### config.mk
export PLATFORM = sky130hd
export DESIGN_NAME = issue_dispatch
export DESIGN_NICKNAME = d
export VERILOG_FILES = /design/src/rtl/issue_dispatch.sv
export SDC_FILE = /design/constraint.sdc
export NUM_CORES = 1
export LEC_CHECK = 0
export CAP_MARGIN = 30
export CORE_MARGIN = 10
export CORE_UTILIZATION = 37
export CTS_CLUSTER_SIZE = 25
export DETAILED_ROUTE_END_ITERATION = 8
export PLACE_DENSITY = 0.76
export SLEW_MARGIN = 20
export SYNTH_ARGS = -nofsm -noshare
export SYNTH_HDL_FRONTEND = slang
export SYNTH_SLANG_ARGS = --single-unit
### constraint.sdc
create_clock -name clk -period 3.6 [get_ports clk]
set_clock_uncertainty 0.1 [all_clocks]
set_input_delay 0.72 -clock clk [delete_from_list [all_inputs] [get_ports clk]]
set_output_delay 0.72 -clock clk [all_outputs]
set_load 0.05 [all_outputs]
### src/rtl/issue_dispatch.sv
// rtl/issue_dispatch.sv - dual-issue dispatch with load-use scoreboard and EX-stage registers.
// Optional perf counters are enabled by defining ISSUE_PERF_CNT_EN.
package Public_Info;
  typedef struct packed {
    logic [31:0] pc;
    logic [4:0]  rf_raddr1;
    logic [4:0]  rf_raddr2;
    logic [4:0]  rf_rd;
    logic        rf_we;
    logic [1:0]  wb_sel;
    logic        mem_we;
    logic [2:0]  br_type;
  } PC_set;
endpackage

module issue_dispatch
  import Public_Info::*;
(
  input  logic       clk,
  input  logic       rst,
  input  PC_set      i_PC_set1,
  input  PC_set      i_PC_set2,
  input  logic [1:0] i_is_valid,
  input  logic       flush_BR,
  input  logic       stall_DCache,
  output logic [1:0] o_usingNUM,
  output PC_set      o_PC_set_a,
  output PC_set      o_PC_set_b,
  output logic [1:0] o_ex_valid
`ifdef ISSUE_PERF_CNT_EN
  ,
  output logic [31:0] o_dual_cnt,
  output logic [31:0] o_single_cnt,
  output logic [31:0] o_bubble_cnt
`endif
);

  logic [4:0] r_ld_rd;
  logic       r_ld_vld;

  logic w_normal;
  logic w_load1, w_load2, w_mem1, w_mem2, w_br2;
  logic w_a_ld_hit, w_b_ld_hit, w_b_raw, w_b_waw;
  logic w_issue_a, w_issue_b;

  // A zero register never creates a dependency, whichever side of the compare it sits on.
  function automatic logic f_match(input logic [4:0] raddr, input logic [4:0] r);
    return (r != 5'd0) && (raddr != 5'd0) && (raddr == r);
  endfunction

  always_comb begin
    w_normal   = !flush_BR && !stall_DCache;
    w_load1    = i_PC_set1.rf_we && (i_PC_set1.wb_sel == 2'd1);
    w_load2    = i_PC_set2.rf_we && (i_PC_set2.wb_sel == 2'd1);
    w_mem1     = w_load1 || i_PC_set1.mem_we;
    w_mem2     = w_load2 || i_PC_set2.mem_we;
    w_br2      = (i_PC_set2.br_type != 3'd0);
    w_a_ld_hit = r_ld_vld && (f_match(i_PC_set1.rf_raddr1, r_ld_rd) ||
                              f_match(i_PC_set1.rf_raddr2, r_ld_rd));
    w_b_ld_hit = r_ld_vld && (f_match(i_PC_set2.rf_raddr1, r_ld_rd) ||
                              f_match(i_PC_set2.rf_raddr2, r_ld_rd));
    w_b_raw    = i_PC_set1.rf_we && (f_match(i_PC_set2.rf_raddr1, i_PC_set1.rf_rd) ||
                                     f_match(i_PC_set2.rf_raddr2, i_PC_set1.rf_rd));
    w_b_waw    = i_PC_set1.rf_we && i_PC_set2.rf_we && (i_PC_set1.rf_rd != 5'd0) &&
                 (i_PC_set1.rf_rd == i_PC_set2.rf_rd);
    w_issue_a  = !rst && w_normal && i_is_valid[1] && !w_a_ld_hit;
    w_issue_b  = w_issue_a && i_is_valid[0] && !w_b_raw && !w_b_ld_hit && !w_b_waw &&
                 !(w_mem1 && w_mem2) && !w_br2;
  end

  always_comb begin
    o_usingNUM = 2'b00;
    if (w_issue_b)      o_usingNUM = 2'b10;
    else if (w_issue_a) o_usingNUM = 2'b01;
  end

  always_ff @(posedge clk or posedge rst) begin
    if (rst) begin
      o_PC_set_a <= '0;
      o_PC_set_b <= '0;
      o_ex_valid <= 2'b00;
      r_ld_rd    <= 5'd0;
      r_ld_vld   <= 1'b0;
    end else if (flush_BR) begin
      o_ex_valid <= 2'b00;
      r_ld_vld   <= 1'b0;
    end else if (!stall_DCache) begin
      o_PC_set_a <= w_issue_a ? i_PC_set1 : '0;
      o_PC_set_b <= w_issue_b ? i_PC_set2 : '0;
      o_ex_valid <= {w_issue_a, w_issue_b};
      // The youngest issued load is the one the next head can depend on.
      if (w_issue_b && w_load2) begin
        r_ld_rd  <= i_PC_set2.rf_rd;
        r_ld_vld <= 1'b1;
      end else if (w_issue_a && w_load1) begin
        r_ld_rd  <= i_PC_set1.rf_rd;
        r_ld_vld <= 1'b1;
      end else begin
        r_ld_rd  <= 5'd0;
        r_ld_vld <= 1'b0;
      end
    end
  end

`ifdef ISSUE_PERF_CNT_EN
  always_ff @(posedge clk or posedge rst) begin
    if (rst) begin
      o_dual_cnt   <= 32'd0;
      o_single_cnt <= 32'd0;
      o_bubble_cnt <= 32'd0;
    end else if (w_normal && (i_is_valid != 2'b00)) begin
      if (w_issue_b) begin
        if (o_dual_cnt != 32'hFFFF_FFFF) o_dual_cnt <= o_dual_cnt + 32'd1;
      end else if (w_issue_a) begin
        if (o_single_cnt != 32'hFFFF_FFFF) o_single_cnt <= o_single_cnt + 32'd1;
      end else begin
        if (o_bubble_cnt != 32'hFFFF_FFFF) o_bubble_cnt <= o_bubble_cnt + 32'd1;
      end
    end
  end
`endif

endmodule

# After elaboration in Yosys (flattened, before gate mapping)
# Cells that the tools add are included.
dict set report totals {
  register_bits 116
  in_bits 114
  out_inout_bits 112
}
dict set report classes {
  eq_ne 10
  muxes 12
  bitwise_logic 2
  n_reduce_logical 55
}
# cell n
set op_table {}
lappend op_table {{54-bit two-way mux} 2}
lappend op_table {{5-bit equality test} 7}
lappend op_table {{1-bit logical AND} 33}
lappend op_table {{5-bit nonzero test} 6}
lappend op_table {{5-bit two-way mux} 2}
lappend op_table {{1-bit zero test} 9}
lappend op_table {{2-bit two-way mux} 3}
lappend op_table {{1-bit logical OR} 5}
lappend op_table {{1-bit two-way mux} 5}
lappend op_table {{2-bit by 1-bit equality test with 1-bit output (second input constant)} 2}
lappend op_table {{3-bit nonzero test} 1}
lappend op_table {{2-bit != test (second input constant)} 1}
lappend op_table {{1-bit inverter} 2}
lappend op_table {{2-bit AND reduction} 1}

# Depth between registers and ports, before layout
dict set report logic_depth {
  word_depth 17
  mapped_depth 9
}

# Least setup slack after synthesis
# Ideal clock, no wire load.
dict set report synth_timing {
  kind {input-to-output}
  from {in i_PC_set1[7] in the netlist's numbering}
  to {out o_usingNUM[1]}
  arrival_ns 2.566
  required_ns 2.780
  setup_slack_ns 0.214
  path_stages 7
  path_cell_list {clkbuf_1 > or4_1 > o21ai_1 > a31oi_1 > nor4b_4 > buf_6 > buf_4}
}
dict set report synth_via {
  elab_chain_cells 12
  elab_cells_between_ends 20
}
# item line_no
set synth_rtl {}
lappend synth_rtl {{from (decl)} 21} ;# input PC_set i_PC_set1,
lappend synth_rtl {{5-bit nonzero test} {48, 64}}
lappend synth_rtl {{1-bit logical AND (2 in a row)} 48} ;# return (r != 5'd0) && (raddr != 5'd0) && (raddr == r);
lappend synth_rtl {{1-bit logical OR} 62} ;# w_b_raw = i_PC_set1.rf_we && (f_match(i_PC_set2.rf_raddr1, i_PC_set1.rf_rd) ||
lappend synth_rtl {{1-bit logical AND} 62}
lappend synth_rtl {{1-bit zero test} 67} ;# w_issue_b = w_issue_a && i_is_valid[0] && !w_b_raw && !w_b_ld_hit && !w_b_waw &&
lappend synth_rtl {{1-bit logical AND (2 in a row)} 67}
lappend synth_rtl {{1-bit logical AND * (2 in a row)} 67}
lappend synth_rtl {{1-bit logical AND *} 68} ;# !(w_mem1 && w_mem2) && !w_br2;
lappend synth_rtl {{net w_issue_b} 44} ;# logic w_issue_a, w_issue_b;
lappend synth_rtl {{2-bit two-way mux *} 73} ;# if (w_issue_b) o_usingNUM = 2'b10;
lappend synth_rtl {{to (decl)} 26} ;# output logic [1:0] o_usingNUM,
# The timed path passes the listed nets; every way through them passes the cells marked *.

# Worst setup path in the final report
dict set report layout_timing {
  from {in i_PC_set1[10] in the netlist's numbering}
  to {out o_usingNUM[0]}
}
dict set report layout_via {
  elab_chain_cells 12
  elab_cells_between_ends 20
}
# item line_no
set layout_rtl {}
lappend layout_rtl {{5-bit nonzero test} {48, 64}}
lappend layout_rtl {{1-bit logical AND (2 in a row)} 48}
lappend layout_rtl {{1-bit logical OR} 62}
lappend layout_rtl {{1-bit logical AND} 62}
lappend layout_rtl {{1-bit zero test} 67}
lappend layout_rtl {{1-bit logical AND (2 in a row)} 67}
lappend layout_rtl {{1-bit logical AND * (2 in a row)} 67}
lappend layout_rtl {{1-bit logical AND *} 68}
lappend layout_rtl {{2-bit two-way mux *} 73}
# Mark *: on every way between the ends. The rest lies on a longest branch, timed or not.

==> results.txt <==
vias per cell: 5.27
Post-synth ARST share: 100%
Slew @ Worst Pin: 816 ps
global route total overflow: 0
CTS tree: built
hold depth: 1
top-area cell type share of the netlist area: 60.7%
Layout Nets: 694
largest net degree at the start of global routing: 65
CP max FO: 6
Final min period: 3520 ps
clock buffer count from CTS: 17
Die ar.: 0.0179 sq mm
DP Wirelength: 12.3 mm
Via Count: 4,018
crit path capture type: output pin
peak supply drop: 0.294 mV
Synth Instances: 359
Routability Congestion: 0.871
Yosys cell types: 40
synth cell count leaders: dfrtp_1, a22o_1, clkbuf_1
Core ar.: 0.0126 sq mm
first-pass GRT wire length: 25.8 mm
Mapped Area: 0.00479 sq mm
total I/O pin count: 226
status: completed
drt wl/cell: 21.6 um
Primary FF master, synth: dfrtp_1
max-cap violations: 0
cell with the most instances after synthesis: dfrtp_1
FP Rows: 41
Pre-antenna DRT Iters: 5
worst skew pair latency: 410 ps
Startpoint Class: input port
count of non-filler cells in the finished layout: 763
Hold Violations, Final: 0
crit-path cells: clkdlybuf4s50_1, xor2_1, nor4_1, nand3_1, a31oi_4, o31a_1, buf_12
Area growth syn-to-layout: 62.1%
slowest stage cell on the critical path: clkdlybuf4s50_1
Pins Over Slew Limit: 0
post-route ant nets: 0
H-tree Lvls: 4
Root Buffer: clkbuf_16
Total GRT Usage: 18.4%
Starting Density: 37.9%
CTS max path bufs: 2
syn_area_per_cell: 13.3 sq um
worst r2r path cells: 7
max_slew headroom: 45.6%
Power per Cell Area: 454 mW/mm^2
Die X: 134 um
Antenna Cells: 0
Crit path arrival time: 2700 ps
fmax: 284 MHz
synthesized flop and latch total: 116
placed insts: 733
Worst-path clk slew: 50 ps
Final setup viols: 0
setup TNS: 0 ps
cells taking the most area after synthesis: dfrtp_1, a22o_1, xor2_1
fin crit share: 97.8%
share of cells above drive strength 1: 8.97%
CP Class: in -> out
number of synthesized flops with an enable pin: 0
initial antenna violation count: 0
hold crit path type: reg -> reg
final wirelength: 16.5 mm
CTS Hold Bufs: 0
Die H: 134 um
CTS sink cnt: 116
Iteration-0 DRC Markers: 173
drt drc: 0
port bufs: 225
Ys Warns: 0
Power, Total: 0.00352 W
Lkg Pwr: 3.40 nW
Seq/Total Area, Yosys: 60.7%
CP max stage delay: 560 ps
Syn Nets: 473
vias in the first global route: 4,352
Worst EP required: 2780 ps
biggest area consumer among synthesized cells: dfrtp_1
-- sequential cells by signal, indices dropped and copies added, names as in the netlist --
signal / cells
o_PC_set_a: 54
o_PC_set_b: 54
r_ld_rd: 5
o_ex_valid: 2
r_ld_vld: 1
-- final timing paths --
check	startpoint	to	slack (ps)
max	i_PC_set1[10]	o_usingNUM[0]	80
min	o_ex_valid[0]	o_ex_valid[0]	380
max reg2reg	r_ld_rd[1]	o_PC_set_b[46]	760
min reg2reg	o_ex_valid[0]	o_ex_valid[0]	380
max in group asynchronous	rst	o_PC_set_b[48]	1960
min in group asynchronous	rst	o_PC_set_a[39]	840
-- cell families after synthesis --
| group | Yosys count | share of synthesized area (%) |
|---|---|---|
| AOI/OAI and AO/OA | 129 | 22.7 |
| xor gates and xnor gates | 33 | 6.04 |
| buffers and inverters | 38 | 4.16 |
| and+or+nand+nor | 38 | 5.41 |
| DFF | 116 | 60.7 |
| muxes | 5 | 1.05 |
-- per-layer routing --
metal	GRT usage, %	vias up	wire length, um
li1	-	1803	-
met1	21.7	2021	7000
met2	30.5	167	8210
met3	6.05	27	1030
met4	6.65	0	276
met5	0	-	0
-- layout make-up --
| type | instances | area, sq um |
|---|---|---|
| Clock inverter | 5 | 50.0 |
| Clock buffer | 25 | 495 |
| Multi-Input combinational cell | 205 | 1710 |
| Timing Repair Buffer | 239 | 2380 |
| Fill cell | 1049 | 4860 |
| Tap cell | 172 | 215 |
| Inverter | 1 | 7.51 |
| Sequential cell | 116 | 2900 |
-- report_power, final --
| group | total [W] | switching [W] | internal [W] |
|---|---|---|---|
| Sequential | 0.00139 | 0.0000303 | 0.00135 |
| Combinational | 0.000583 | 0.000329 | 0.000254 |
| Clock | 0.00156 | 0.000548 | 0.00101 |
| Total | 0.00352 | 0.000907 | 0.00262 |
-- critical path: cells and delay by family --
kind | cells | cell delay, ps
compound gates | 2 | 520
xor+xnor | 1 | 230
buf+inv | 2 | 720
simple gates | 2 | 500
-- cell usage in the layout (no fill, tap or decap), types with 3 or more instances in the layout --
cell / count
clkbuf_1: 4
a32oi_1: 5
and2_1: 3
clkbuf_16: 17
xnor2_1: 9
a22o_1: 105
clkbuf_8: 4
mux2i_1: 5
buf_4: 14
nand2_1: 5
nand4_1: 4
clkdlybuf4s50_1: 223
dfrtp_1: 116
nor3_1: 6
xor2_1: 24
nor4_1: 5
a21oi_1: 6
clkinv_2: 4
-- repair_timing --
action                     CTS  global route
hold endpoints to repair     0             0
setup buffers                0             0
setup endpoints to repair    1             2
cloned                       0             0
pin swaps                    0             1
gates resized for setup      1             2
-- per-stage QoR --
stage / worst slack [ps] / hold WS, ps / util (%) / cell area [sq um]
6_report: 79.5 / 385 / 61.5 / 7760
5_1_grt: -3.46 / 404 / 61.5 / 7760
4_1_cts: 56.4 / 383 / 61.4 / 7740
3_5_place_dp: -95.0 / 371 / 57.0 / 7190
3_3_place_gp: 21.3 / 365 / 57.0 / 7190
2_1_floorplan: 214 / 399 / - / 4790
No activity file was read; power rests on OpenSTA's default activity.
